<file path="src/rtl/ring_phase_monitor_if.sv">
// ring_phase_monitor_if: sample/status bundle between a ring counter driver and its monitor.
// master drives en, ring_in, err_clr; slave returns phase_idx, onehot_ok, locked, err, err_sticky, rev_tick, rev_count.
interface ring_phase_monitor_if #(
   parameter int WIDTH = 4,
   parameter int REV_W = 8
);
   logic                     en;
   logic [WIDTH-1:0]         ring_in;
   logic                     err_clr;
   logic [$clog2(WIDTH)-1:0] phase_idx;
   logic                     onehot_ok;
   logic                     locked;
   logic                     err;
   logic                     err_sticky;
   logic                     rev_tick;
   logic [REV_W-1:0]         rev_count;

   modport master (
      output en, ring_in, err_clr,
      input  phase_idx, onehot_ok, locked,
      input  err, err_sticky, rev_tick, rev_count
   );

   modport slave (
      input  en, ring_in, err_clr,
      output phase_idx, onehot_ok, locked,
      output err, err_sticky, rev_tick, rev_count
   );
endinterface

</file>
<file path="src/rtl/ring_phase_monitor.sv">
// ring_phase_monitor: checks a one-hot ring rotates right each enabled cycle; reports lock, phase, revolutions, errors.
// Ports: clk, rst (sync, active-high), bus (slave modport: en/ring_in/err_clr in, registered status out).
module ring_phase_monitor #(
   parameter int WIDTH    = 4,
   parameter int REV_W    = 8,
   parameter int LOCK_CNT = 2
) (
   input logic                 clk,
   input logic                 rst,
   ring_phase_monitor_if.slave bus
);
   localparam int PW = $clog2(WIDTH);
   localparam int CW = $clog2(LOCK_CNT + 1);

   typedef enum logic [1:0] {
      IDLE, ACQUIRE, LOCKED, FAULT
   } state_t;

   state_t           state, state_n;
   logic [WIDTH-1:0] prev, prev_n;
   logic [WIDTH-1:0] expected;
   logic [CW-1:0]    good_cnt, good_cnt_n;
   logic [PW-1:0]    phase, phase_n;
   logic [PW-1:0]    hot_idx;
   logic             onehot, good;
   logic             ok, ok_n;
   logic             locked, locked_n;
   logic             err, err_n;
   logic             sticky, sticky_n;
   logic             tick, tick_n;
   logic [REV_W-1:0] revs, revs_n;

   assign onehot   = $onehot(bus.ring_in);
   assign expected = {prev[0], prev[WIDTH-1:1]};
   assign good     = onehot && (bus.ring_in == expected);

   always_comb begin
      hot_idx = '0;
      for (int i = 0; i < WIDTH; i++)
         if (bus.ring_in[i]) hot_idx = PW'(i);
   end

   always_comb begin
      state_n    = state;
      prev_n     = prev;
      good_cnt_n = good_cnt;
      phase_n    = phase;
      ok_n       = ok;
      err_n      = 1'b0;
      tick_n     = 1'b0;
      revs_n     = revs;
      if (bus.en) begin
         ok_n = onehot;
         if (onehot) begin
            phase_n = hot_idx;
            prev_n  = bus.ring_in;
         end
         unique case (state)
            IDLE: begin
               if (onehot) begin
                  state_n    = ACQUIRE;
                  good_cnt_n = '0;
               end else begin
                  err_n = 1'b1;
               end
            end
            ACQUIRE: begin
               if (good) begin
                  good_cnt_n = good_cnt + CW'(1);
                  if (good_cnt == CW'(LOCK_CNT - 1))
                     state_n = LOCKED;
               end else if (onehot) begin
                  good_cnt_n = '0;
               end else begin
                  state_n = IDLE;
                  err_n   = 1'b1;
               end
            end
            LOCKED: begin
               if (good) begin
                  // Hot bit back at the top means a full lap finished.
                  if (bus.ring_in[WIDTH-1]) begin
                     tick_n = 1'b1;
                     revs_n = revs + REV_W'(1);
                  end
               end else begin
                  state_n = FAULT;
                  err_n   = 1'b1;
               end
            end
            FAULT: ;
         endcase
      end
      if (state == FAULT && bus.err_clr) begin
         state_n    = IDLE;
         prev_n     = '0;
         good_cnt_n = '0;
      end
      // A fresh error outranks a clear in the same cycle.
      sticky_n = (sticky & ~bus.err_clr) | err_n;
      locked_n = (state_n == LOCKED);
   end

   always_ff @(posedge clk) begin
      if (rst) begin
         state    <= IDLE;
         prev     <= '0;
         good_cnt <= '0;
         phase    <= '0;
         ok       <= 1'b0;
         locked   <= 1'b0;
         err      <= 1'b0;
         sticky   <= 1'b0;
         tick     <= 1'b0;
         revs     <= '0;
      end else begin
         state    <= state_n;
         prev     <= prev_n;
         good_cnt <= good_cnt_n;
         phase    <= phase_n;
         ok       <= ok_n;
         locked   <= locked_n;
         err      <= err_n;
         sticky   <= sticky_n;
         tick     <= tick_n;
         revs     <= revs_n;
      end
   end

   assign bus.phase_idx  = phase;
   assign bus.onehot_ok  = ok;
   assign bus.locked     = locked;
   assign bus.err        = err;
   assign bus.err_sticky = sticky;
   assign bus.rev_tick   = tick;
   assign bus.rev_count  = revs;
endmodule

</file>
<file path="src/flat_wrapper.sv">
// flat-port wrapper written by rule: the top's interface ports become plain ports
module ring_phase_monitor_flat 
#(
   parameter int WIDTH    = 4,
   parameter int REV_W    = 8,
   parameter int LOCK_CNT = 2
)
  (clk, rst, bus_en, bus_ring_in, bus_err_clr, bus_phase_idx, bus_onehot_ok, bus_locked, bus_err, bus_err_sticky, bus_rev_tick, bus_rev_count);
  ring_phase_monitor_if #(.WIDTH(WIDTH), .REV_W(REV_W)) bus_i ();
  input logic clk;
  input logic rst;
  input wire logic [$bits(bus_i.en)-1:0] bus_en;
  input wire logic [$bits(bus_i.ring_in)-1:0] bus_ring_in;
  input wire logic [$bits(bus_i.err_clr)-1:0] bus_err_clr;
  output wire logic [$bits(bus_i.phase_idx)-1:0] bus_phase_idx;
  output wire logic [$bits(bus_i.onehot_ok)-1:0] bus_onehot_ok;
  output wire logic [$bits(bus_i.locked)-1:0] bus_locked;
  output wire logic [$bits(bus_i.err)-1:0] bus_err;
  output wire logic [$bits(bus_i.err_sticky)-1:0] bus_err_sticky;
  output wire logic [$bits(bus_i.rev_tick)-1:0] bus_rev_tick;
  output wire logic [$bits(bus_i.rev_count)-1:0] bus_rev_count;
  assign bus_i.en = bus_en;
  assign bus_i.ring_in = bus_ring_in;
  assign bus_i.err_clr = bus_err_clr;
  assign bus_phase_idx = bus_i.phase_idx;
  assign bus_onehot_ok = bus_i.onehot_ok;
  assign bus_locked = bus_i.locked;
  assign bus_err = bus_i.err;
  assign bus_err_sticky = bus_i.err_sticky;
  assign bus_rev_tick = bus_i.rev_tick;
  assign bus_rev_count = bus_i.rev_count;
  ring_phase_monitor #(.WIDTH(WIDTH), .REV_W(REV_W), .LOCK_CNT(LOCK_CNT)) u_core (.clk(clk), .rst(rst), .bus(bus_i));
endmodule
</file>
<file path="config.mk">
export PLATFORM = sky130hd
export DESIGN_NAME = ring_phase_monitor_flat
export DESIGN_NICKNAME = d
export VERILOG_FILES = /design/src/rtl/ring_phase_monitor_if.sv /design/src/rtl/ring_phase_monitor.sv /design/src/flat_wrapper.sv
export SDC_FILE = /design/constraint.sdc
export NUM_CORES = 1
export LEC_CHECK = 0
export ABC_AREA = 1
export BUFFER_PORTS_ARGS = -buffer_cell sky130_fd_sc_hd__buf_2
export CAP_MARGIN = 0
export CORE_ASPECT_RATIO = 1.2
export CORE_MARGIN = 2
export CORE_UTILIZATION = 49
export DETAILED_ROUTE_END_ITERATION = 16
export HOLD_SLACK_MARGIN = 0.12
export PLACE_DENSITY = 0.79
export SLEW_MARGIN = 10
export SYNTH_ARGS = -nofsm -noshare
export SYNTH_HDL_FRONTEND = slang
export SYNTH_SLANG_ARGS = --single-unit
</file>
<file path="constraint.sdc">
create_clock -name clk -period 2 [get_ports clk]
set_input_delay 0.1 -clock clk [delete_from_list [all_inputs] [get_ports clk]]
set_output_delay 0.1 -clock clk [all_outputs]
set_load 0.03 [all_outputs]
</file>
# [Word level (Yosys, flattened, before mapping)]
# Index checks and enable logic that the tools add are counted.
[classes] addsub=5 eq_ne=7 mux=20 bitwise=6 n_reduce_logical=9
[ops] op="$mux W2" count=11
[ops] op="$add A8 B1 Y8 const B" count=1
[ops] op="$eq A2 B2 Y1 const B" count=3
[ops] op="$mux W1" count=6
[ops] op="$pmux W2 S3" count=1
[ops] op="$add A1 B1 Y2" count=2
[ops] op="$eq A2 B1 Y1 const B" count=2
[ops] op="$eq A4 B4 Y1" count=1
[ops] op="$not A1 Y1" count=4
[ops] op="$pmux W2 S2" count=1
[ops] op="$reduce_and A2 Y1" count=2
[ops] op="$reduce_and A4 Y1" count=1
[ops] op="$reduce_or A4 Y1" count=1
[ops] op="$add A3 B3 Y3" count=1
[ops] op="$eq A3 B1 Y1 const B" count=1
[ops] op="$pmux W1 S3" count=1
[ops] op="$add A2 B1 Y2 const B" count=1
[ops] op="$logic_and A1 B1 Y1" count=2
[ops] op="$logic_not A2 Y1" count=1
[ops] op="$reduce_bool A2 Y1" count=1
[ops] op="$reduce_or A2 Y1" count=1
[ops] op="$and A1 B1 Y1" count=1
[ops] op="$or A1 B1 Y1" count=1
[totals] reg_bits=23 inputBits=8 output_inout_bits=15 wordCells=57

# [Longest topological paths before layout]
# Gate-level depths: netlist of the first run.
[depth] ltp_word=9 ltp_mapped=14 ltp_nobuf=13

# [Worst setup path before layout of the first run]
# OpenSTA, ideal clock, no wires.
[synth_timing] path_kind="input-to-reg" start="input bus_ring_in[2]" end="register u_core.good_cnt[0]" setup_ps=124 arrival_ps=1885 required_ps=1876 path_slack_ps=-8 stages=10 path_buffers=0 cell_sequence="inv_2 -> ha_1 -> ha_1 -> fa_1 -> inv_2 -> nand3b_4 -> nor2_1 -> inv_1 -> o31ai_1 -> a21oi_1"
[synth_via] elab_chain_cells=6 elab_cells_between_ends=8 cone_classes="add/sub: 2; eq/ne: 2; mux: 3; reduce/logical: 1"
[synth_lines] element="start, declared" line="flat_wrapper.sv:13" rtl="input wire logic [$bits(bus_i.ring_in)-1:0] bus_ring_in;"
[synth_lines] element="$add A1 B1 Y2 (not written as such)" line="ring_phase_monitor.sv:33" rtl="assign onehot = $onehot(bus.ring_in);"
[synth_lines] element="$add A3 B3 Y3 (not written as such)" line="ring_phase_monitor.sv:33"
[synth_lines] element="$eq A3 B1 Y1" line="ring_phase_monitor.sv:33"
[synth_lines] element="$mux W2 / $logic_and A1 B1 Y1 (equally long branches)"
[synth_lines] element="$mux W2" line="ring_phase_monitor.sv:68" rtl="if (good) begin"
[synth_lines] element="$pmux W2 S2 *" line="ring_phase_monitor.sv:58" rtl="unique case (state)"
[synth_lines] element="end signal, assigned" line="ring_phase_monitor.sv:119" rtl="good_cnt <= good_cnt_n;"
[synth_lines] element="end, declared" line="ring_phase_monitor.sv:22" rtl="logic [CW-1:0] good_cnt, good_cnt_n;"
# Every way passes the cells marked *; elsewhere a longest branch is shown, timed or not.
# A chain may end at the register's enable or synchronous reset.

# [Final worst setup path of the first run]
[layout_timing] start="input bus_ring_in[2]" end="register u_core.revs[4], in the netlist u_core.bus.rev_count[4]"
[layout_via] elab_chain_cells=5 elab_cells_between_ends=6 cone_classes="add/sub: 2; eq/ne: 2; reduce/logical: 2"
[layout_lines] element="$add A1 B1 Y2 (not written as such)" line="ring_phase_monitor.sv:33"
[layout_lines] element="$add A3 B3 Y3 (not written as such)" line="ring_phase_monitor.sv:33"
[layout_lines] element="$eq A3 B1 Y1" line="ring_phase_monitor.sv:33"
[layout_lines] element="$logic_and A1 B1 Y1 *" line="ring_phase_monitor.sv:35" rtl="assign good = onehot && (bus.ring_in == expected);"
[layout_lines] element="$reduce_and A4 Y1 (no line) *"
[layout_lines] element="end signal, assigned" line="ring_phase_monitor.sv:126" rtl="revs <= revs_n;"
[layout_lines] element="end, declared" line="ring_phase_monitor.sv:31" rtl="logic [REV_W-1:0] revs, revs_n;"
# Marked as above.

==> metrics.txt, run 1 <==
# TYPE chip_impl_metric gauge
chip_impl_metric{name="ioPinCount",unit=""} 23
chip_impl_metric{name="synthesis.nets",unit=""} 198
chip_impl_info{name="crit_path_top_delay_cell",value="sky130_fd_sc_hd__fa_1"} 1
chip_impl_metric{name="timing_max_transition_violations_final",unit=""} 0
chip_impl_metric{name="insertion_delay",unit="ps"} 320
chip_impl_metric{name="drt-total-wl",unit="µm"} 2553
chip_impl_metric{name="ys_seq_area_share",unit="%"} 36.26
chip_impl_metric{name="chipHeight",unit="µm"} 59.77
chip_impl_metric{name="cts-root-to-sink-buffers",unit=""} 2
chip_impl_metric{name="crit_fanout",unit=""} 11
chip_impl_metric{name="route.detailed.vias_per_inst",unit=""} 4.874
chip_impl_info{name="cpLargestDelayFamily",value="adder cells"} 1
chip_impl_metric{name="setup_slack_after_layout",unit="ps"} 244.6
chip_impl_metric{name="dr.pass1.iters",unit=""} 4
chip_impl_metric{name="slew_headroom",unit="%"} 82.13
chip_impl_metric{name="layout_worst_path_cycle_share",unit="%"} 87.77
chip_impl_metric{name="post_cts_buffers",unit=""} 0
chip_impl_info{name="cts_tree",value="yes"} 1
chip_impl_info{name="ctsRootBufferMaster",value="sky130_fd_sc_hd__clkbuf_4"} 1
chip_impl_metric{name="drt-initial-drc-count",unit=""} 23
chip_impl_info{name="reg2reg_from",value="u_core.state[1]"} 1
chip_impl_metric{name="p_leak",unit="µW"} 0.0007852
chip_impl_metric{name="drc",unit=""} 0
chip_impl_metric{name="achievable-frequency",unit="MHz"} 569.7
chip_impl_metric{name="hpwl",unit="µm"} 2002
chip_impl_metric{name="grt_antenna_before_repair",unit=""} 0
chip_impl_metric{name="fraction_of_final_layout_cells_sized_beyond_drive_strength_1",unit="%"} 23.18
chip_impl_metric{name="setup_viol_count_final",unit=""} 0
chip_impl_info{name="highest_count_cells_in_the_layout_ignoring_fill_and_taps",value="42 x sky130_fd_sc_hd__nand2_1, 32 x sky130_fd_sc_hd__inv_1, 23 x sky130_fd_sc_hd__dfxtp_1, 22 x sky130_fd_sc_hd__buf_2, 17 x sky130_fd_sc_hd__a21oi_1"} 1
chip_impl_metric{name="post_cts_resized",unit=""} 0
chip_impl_metric{name="max_cap_viol_count",unit=""} 0
chip_impl_metric{name="grtUsageTotal",unit="%"} 18.72
chip_impl_metric{name="insertedDiodeCount",unit=""} 0
chip_impl_metric{name="final_net_count",unit=""} 236
chip_impl_metric{name="quantity_of_hold_fixing_buffers_added_after_cts",unit=""} 3
chip_impl_metric{name="post_drt_wl_per_cell",unit="µm"} 10.09
chip_impl_metric{name="critical_path_arrival",unit="ps"} 2020
chip_impl_info{name="timing.critical_path.to_type",value="flip-flop"} 1
chip_impl_metric{name="irDropWorstVdd",unit="mV"} 0.4303
chip_impl_metric{name="ant_nets",unit=""} 0
chip_impl_info{name="crit_path_start_kind",value="input port"} 1
chip_impl_metric{name="num_rows",unit=""} 20
chip_impl_info{name="hold_path.class",value="input port to flip-flop"} 1
chip_impl_metric{name="worst-endpoint-required",unit="ps"} 2270
chip_impl_metric{name="portBuffers",unit=""} 22
chip_impl_info{name="worstSetupStartpoint",value="bus_ring_in[2]"} 1
chip_impl_metric{name="floorplan.core_area",unit="µm²"} 2502
chip_impl_metric{name="fin_util",unit="%"} 61.55
chip_impl_metric{name="max_stage_delay",unit="ps"} 440
chip_impl_metric{name="die_x",unit="µm"} 50.48
chip_impl_metric{name="synthDistinctLibCells",unit=""} 21
chip_impl_metric{name="worst_slew_pin_slew",unit="ps"} 267.7
chip_impl_info{name="path_cells",value="buf_2 -> inv_2 -> ha_1 -> ha_1 -> fa_1 -> inv_2 -> nand3b_4 -> nor2_4 -> nand2_2 -> nor2_4 -> nand3_1 -> nand2_1 -> inv_1 -> nor2_1"} 1
chip_impl_info{name="rsz0062_at_grt",value="no"} 1
chip_impl_metric{name="skew",unit="ps"} 6.521
chip_impl_metric{name="grt_start_max_net_pins",unit=""} 14
chip_impl_metric{name="post-place-ws",unit="ps"} -120.3
chip_impl_metric{name="synthesis.area_per_instance",unit="µm²"} 6.940
chip_impl_metric{name="grt_pass1_vias",unit=""} 1080
chip_impl_metric{name="yosysWarningCount",unit=""} 0
chip_impl_metric{name="vias",unit=""} 1233
chip_impl_metric{name="clkSlewWorstSetupHoldPaths",unit="ps"} 130
chip_impl_metric{name="htree_num_levels",unit=""} 1
chip_impl_metric{name="layout-area-overhead-vs-synth",unit="%"} 21.28
chip_impl_metric{name="remaining_global_route_overflow",unit=""} 0
chip_impl_metric{name="cp_num_buf_inv",unit=""} 4
chip_impl_metric{name="synth-seq-cells",unit=""} 23
chip_impl_metric{name="number_of_cells_produced_by_synthesis",unit=""} 183
chip_impl_metric{name="min_period",unit="ps"} 1755
chip_impl_metric{name="effective_utilization_at_floorplan",unit="%"} 50.75
chip_impl_metric{name="power",unit="µW"} 908.2
chip_impl_metric{name="cts_made_buffers",unit=""} 3
chip_impl_info{name="most_frequent_standard_cell_in_the_layout_excluding_fill_and_tap_cells",value="sky130_fd_sc_hd__nand2_1"} 1
chip_impl_metric{name="global_route_wire_length_before_repair",unit="µm"} 4291
chip_impl_info{name="status",value="finished clean"} 1
chip_impl_info{name="hp-start",value="bus_ring_in[0]"} 1
chip_impl_metric{name="place.gp.congestion",unit=""} 0.8352
chip_impl_metric{name="tritoncts_num_sinks",unit=""} 23
chip_impl_metric{name="hold_violations",unit=""} 0
chip_impl_info{name="critPathKind",value="input port to flip-flop"} 1
chip_impl_metric{name="die_area",unit="µm²"} 3017
chip_impl_metric{name="mappedNetlistArea",unit="µm²"} 1270
chip_impl_metric{name="powerDensity",unit="nW/µm²"} 589.6
==> worst min-delay path, stage by stage <==
cell and delay (ps):
sky130_fd_sc_hd__buf_2 90, sky130_fd_sc_hd__buf_4 100, sky130_fd_sc_hd__inv_1 40, sky130_fd_sc_hd__a21oi_1 110
==> sequential cells by signal (all words and copies together) (netlist names) <==
| signal | count |
|---|---|
| u_core.bus.rev_tick | 1 |
| u_core.bus.locked | 1 |
| u_core.bus.err | 1 |
| u_core.bus.onehot_ok | 1 |
| u_core.bus.phase_idx | 2 |
| u_core.bus.rev_count | 8 |
| u_core.good_cnt | 2 |
| u_core.prev | 4 |
| u_core.bus.err_sticky | 1 |
| u_core.state | 2 |
==> final cells by class <==
cell class / count / area (µm²)
Fill cell: 249 / 962.2
Multi-Input combinational cell: 123 / 664.4
Sequential cell: 23 / 460.4
Timing Repair Buffer: 35 / 215.2
Inverter: 35 / 131.4
Tap cell: 33 / 41.29
Clock buffer: 3 / 22.52
Clock inverter: 1 / 5.005
==> kinds of logic after synthesis <==
group | synth area share (%)
compound gates | 10.84
fa+ha+maj | 7.488
flops | 36.26
simple gates | 33.79
buf+inv | 11.63
==> Yosys cell counts, drive strengths merged <==
master / number / share of area [%]
a21oi: 17 / 6.7
buf: 2 / 1.3
dfxtp: 23 / 36
fa: 1 / 1.6
ha: 6 / 5.9
inv: 35 / 10
nand2: 46 / 15
nand3: 14 / 5.5
nand3b: 1 / 1.6
nand4: 6 / 3.0
nor2: 21 / 8.6
nor3: 1 / 0.39
o21ai: 9 / 3.5
o31ai: 1 / 0.59
==> through the flow <==
stage                     instances  cell area (µm²)  hold slack [ps]  setup TNS (ps)
after CTS                       253             1540            148.8               0
after floorplan                 183             1272            237.9               0
after detailed placement        246             1483            391.5          -853.6
after global routing            253             1540            178.8               0
final                           253             1540            152.0               0
after global placement          246             1483            389.6          -553.1
==> final timing paths <==
| kind | slack (ps) | end | depth (start not counted) |
|---|---|---|---|
| min reg2reg | 480 | u_core.bus.err_sticky | 2 |
| min | 150 | u_core.prev[0] | 4 |
| max | 240 | u_core.bus.rev_count[4] | 14 |
| max reg2reg | 610 | u_core.bus.rev_count[4] | 8 |
==> per-layer routing <==
layer | global-route usage, % | up-vias | routed length, µm
li1 | - | 652 | -
met2 | 35.90 | 21 | 1263
met1 | 20.59 | 555 | 1150
met5 | 0 | - | 0
met3 | 2.250 | 5 | 88
met4 | 8.108 | 0 | 50
==> power by group <==
part           switching [µW]  total [µW]  internal, µW
Sequential               13.0         491           478
Combinational             121         201          80.1
Clock                     141         216          75.0
Note: power is estimated with default switching activity, not from simulation.
==> run 2, diff against run 1 <==
--- a/config.mk
+++ b/config.mk
@@ -14,6 +14,7 @@
 export DETAILED_ROUTE_END_ITERATION = 16
 export HOLD_SLACK_MARGIN = 0.12
 export PLACE_DENSITY = 0.79
+export REMOVE_ABC_BUFFERS = 1
 export SLEW_MARGIN = 10
 export SYNTH_ARGS = -nofsm -noshare
 export SYNTH_HDL_FRONTEND = slang
==> run 2 against run 1 <==
Against the previous run:
- first-iteration DRC count down 13%
- clock power about the same
- non-clock buffer count unchanged
- utilization down 0.15 points
- critical endpoint unchanged
- largest power group unchanged
==> metrics.txt, run 2 (synthesized netlist as in run 1, its figures left out) <==
# TYPE chip_impl_metric gauge
chip_impl_metric{name="cts-root-to-sink-buffers",unit=""} 2
chip_impl_metric{name="p_leak",unit="µW"} 0.0007827
chip_impl_metric{name="floorplan.core_area",unit="µm²"} 2502
chip_impl_metric{name="hold-path-cell-count",unit=""} 4
chip_impl_metric{name="worst-r2r-cell-count",unit=""} 8
chip_impl_metric{name="p_seq_share",unit="%"} 54.1
chip_impl_metric{name="worst_slew_pin_slew",unit="ps"} 273.2
chip_impl_metric{name="num_rows",unit=""} 20
chip_impl_metric{name="powerDensity",unit="nW/µm²"} 590.6
chip_impl_metric{name="chipHeight",unit="µm"} 59.77
chip_impl_info{name="timing.critical_path.to_type",value="flip-flop"} 1
chip_impl_metric{name="drt-total-wl",unit="µm"} 2490
chip_impl_metric{name="quantity_of_hold_fixing_buffers_added_after_cts",unit=""} 3
chip_impl_metric{name="hpwl",unit="µm"} 1947
chip_impl_info{name="status",value="finished clean"} 1
chip_impl_metric{name="crit_fanout",unit=""} 11
chip_impl_metric{name="layout-area-overhead-vs-synth",unit="%"} 20.98
chip_impl_metric{name="achievable-frequency",unit="MHz"} 566.9
chip_impl_info{name="reg2reg_from",value="u_core.state[1]"} 1
chip_impl_metric{name="fraction_of_final_layout_cells_sized_beyond_drive_strength_1",unit="%"} 22.27
chip_impl_metric{name="place.gp.congestion",unit=""} 0.8192
chip_impl_metric{name="postLayoutCellArea",unit="µm²"} 1536
chip_impl_metric{name="portBuffers",unit=""} 22
chip_impl_metric{name="slew_headroom",unit="%"} 81.76
chip_impl_metric{name="post_cts_resized",unit=""} 0
chip_impl_metric{name="fill_cells",unit=""} 240
chip_impl_info{name="cts_tree",value="yes"} 1
chip_impl_info{name="crit_path_start_kind",value="input port"} 1
chip_impl_info{name="ctsRootBufferMaster",value="sky130_fd_sc_hd__clkbuf_4"} 1
chip_impl_metric{name="vias",unit=""} 1228
chip_impl_metric{name="ioPinCount",unit=""} 23
chip_impl_metric{name="hold_violations",unit=""} 0
chip_impl_info{name="holdPathEnd",value="u_core.prev[0]"} 1
chip_impl_info{name="most_frequent_standard_cell_in_the_layout_excluding_fill_and_tap_cells",value="sky130_fd_sc_hd__nand2_1"} 1
chip_impl_info{name="rsz0062_at_grt",value="no"} 1
chip_impl_metric{name="grt_antenna_before_repair",unit=""} 0
chip_impl_metric{name="final_net_count",unit=""} 236
chip_impl_metric{name="worst-endpoint-required",unit="ps"} 2270
chip_impl_metric{name="hold_ws",unit="ps"} 149.3
chip_impl_metric{name="htree_num_levels",unit=""} 1
chip_impl_metric{name="setup-tns-final",unit="ps"} 0
chip_impl_metric{name="switching_power",unit="µW"} 271.5
chip_impl_metric{name="min_period",unit="ps"} 1764
chip_impl_metric{name="skew",unit="ps"} 10.60
chip_impl_metric{name="register_to_register_setup_slack",unit="ps"} 600
chip_impl_info{name="critPathKind",value="input port to flip-flop"} 1
chip_impl_metric{name="insertedDiodeCount",unit=""} 0
chip_impl_info{name="highest_count_cells_in_the_layout_ignoring_fill_and_taps",value="42 x sky130_fd_sc_hd__nand2_1, 32 x sky130_fd_sc_hd__inv_1, 23 x sky130_fd_sc_hd__dfxtp_1, 22 x sky130_fd_sc_hd__buf_2, 17 x sky130_fd_sc_hd__a21oi_1"} 1
chip_impl_metric{name="drt-initial-drc-count",unit=""} 20
chip_impl_metric{name="largest_reg_flops",unit=""} 8
chip_impl_metric{name="post_cts_buffers",unit=""} 0
chip_impl_metric{name="sequential_cell_area",unit="µm²"} 460.4
chip_impl_metric{name="post-place-ws",unit="ps"} -105.2
chip_impl_metric{name="irDropWorstVdd",unit="mV"} 0.4532
chip_impl_metric{name="setup_viol_count_final",unit=""} 0
chip_impl_info{name="hp-start",value="bus_ring_in[0]"} 1
chip_impl_metric{name="post_drt_wl_per_cell",unit="µm"} 9.842
chip_impl_metric{name="setup_slack_after_layout",unit="ps"} 235.9
chip_impl_metric{name="grt_pass1_vias",unit=""} 1087
chip_impl_metric{name="global_route_wire_length_before_repair",unit="µm"} 4278
chip_impl_metric{name="max_cap_viol_count",unit=""} 0
chip_impl_metric{name="comb_power_share",unit="%"} 22.0
chip_impl_metric{name="die_x",unit="µm"} 50.48
chip_impl_metric{name="critical_path_arrival",unit="ps"} 2030
chip_impl_metric{name="dr.pass1.iters",unit=""} 4
chip_impl_metric{name="final-instance-count-excl-fill",unit=""} 253
chip_impl_metric{name="grtUsageTotal",unit="%"} 18.68
chip_impl_metric{name="die_area",unit="µm²"} 3017
chip_impl_metric{name="remaining_global_route_overflow",unit=""} 0
chip_impl_metric{name="grt_start_max_net_pins",unit=""} 13
chip_impl_metric{name="cts_made_buffers",unit=""} 3
chip_impl_metric{name="multi_input_combinational_cell_area",unit="µm²"} 661.9
chip_impl_info{name="hold_path.class",value="input port to flip-flop"} 1
chip_impl_metric{name="timing_max_transition_violations_final",unit=""} 0
chip_impl_metric{name="cellInternalPower",unit="µW"} 635.9
chip_impl_metric{name="ant_nets",unit=""} 0
chip_impl_metric{name="drc",unit=""} 0
chip_impl_metric{name="insertion_delay",unit="ps"} 320
chip_impl_metric{name="clkSlewWorstSetupHoldPaths",unit="ps"} 130
chip_impl_info{name="regToRegEndpoint",value="u_core.bus.rev_count[4]"} 1
chip_impl_metric{name="effective_utilization_at_floorplan",unit="%"} 50.75
chip_impl_metric{name="layout_worst_path_cycle_share",unit="%"} 88.20
chip_impl_metric{name="dpl_cell_area",unit="µm²"} 1480
chip_impl_metric{name="tritoncts_num_sinks",unit=""} 23
chip_impl_metric{name="pwr-share-clk",unit="%"} 23.8
chip_impl_metric{name="route.detailed.vias_per_inst",unit=""} 4.854
chip_impl_metric{name="place.detailed.instances",unit=""} 246
chip_impl_metric{name="sw_frac_of_total",unit="%"} 29.92
==> run 2: cell types whose count changed in the layout (fill, tap and decap cells not counted), sizes merged <==
cell and change:
clkbuf +1, clkinv -1
==> run 2: area by class of cell <==
cell class	count	area share, %
clock buffers	4	1.710
well taps	33	2.687
flip-flops and latches	23	29.97
repair buffers	35	14.01
multi-input cells	123	43.08
inverters	35	8.551
==> run 2: how the worst max path moves through the flow <==
stage | start | slack, ps | end | depth (start not counted)
6_report | bus_ring_in[0] | 240 | u_core.bus.rev_count[4] | 13
5_1_grt | bus_ring_in[0] | 40 | u_core.bus.rev_count[4] | 13
4_1_cts | bus_ring_in[0] | 230 | u_core.bus.rev_count[4] | 13
3_5_place_dp | bus_ring_in[0] | -110 | u_core.bus.rev_count[4] | 13
3_3_place_gp | bus_ring_in[2] | -80 | u_core.bus.rev_count[1] | 13
2_1_floorplan | bus_ring_in[2] | -8 | u_core.good_cnt[0] | 10
==> run 2: per-layer routing <==
| layer | global-route usage [%] | wire (µm) | share of wire, % |
|---|---|---|---|
| met1 | 20.81 | 1138 | 46 |
| met2 | 34.21 | 1215 | 49 |
| met5 | 0 | 0 | 0 |
| met4 | 10.04 | 46 | 1.8 |
| met3 | 2.750 | 89 | 3.6 |
==> run 2: power by group through the flow <==
stage	clock, µW	combinational (µW)	sequential, µW
2_1_floorplan	0	107	520
3_3_place_gp	0	194	501
3_5_place_dp	0	196	501
4_1_cts	225	201	491
5_1_grt	238	225	494
6_report	216	200	491
==> run 2: worst max-delay path, stage by stage <==
cell and delay, ps:
sky130_fd_sc_hd__buf_2 110, sky130_fd_sc_hd__ha_1 290, sky130_fd_sc_hd__ha_1 210, sky130_fd_sc_hd__fa_1 440
sky130_fd_sc_hd__inv_2 80, sky130_fd_sc_hd__nand3b_4 90, sky130_fd_sc_hd__nor2_4 100, sky130_fd_sc_hd__nand2_2 60
sky130_fd_sc_hd__nor2_4 240, sky130_fd_sc_hd__nand3_1 110, sky130_fd_sc_hd__nand2_1 70, sky130_fd_sc_hd__inv_1 30
sky130_fd_sc_hd__nor2_1 80
==> run 2: per-stage QoR <==
step           total power, µW  utilization, %
6_report                 907.4           61.40
4_1_cts                  916.4           61.40
3_3_place_gp             695.4           59.15
3_5_place_dp             696.9           59.15
2_1_floorplan            627.8               -
5_1_grt                  955.9           61.40
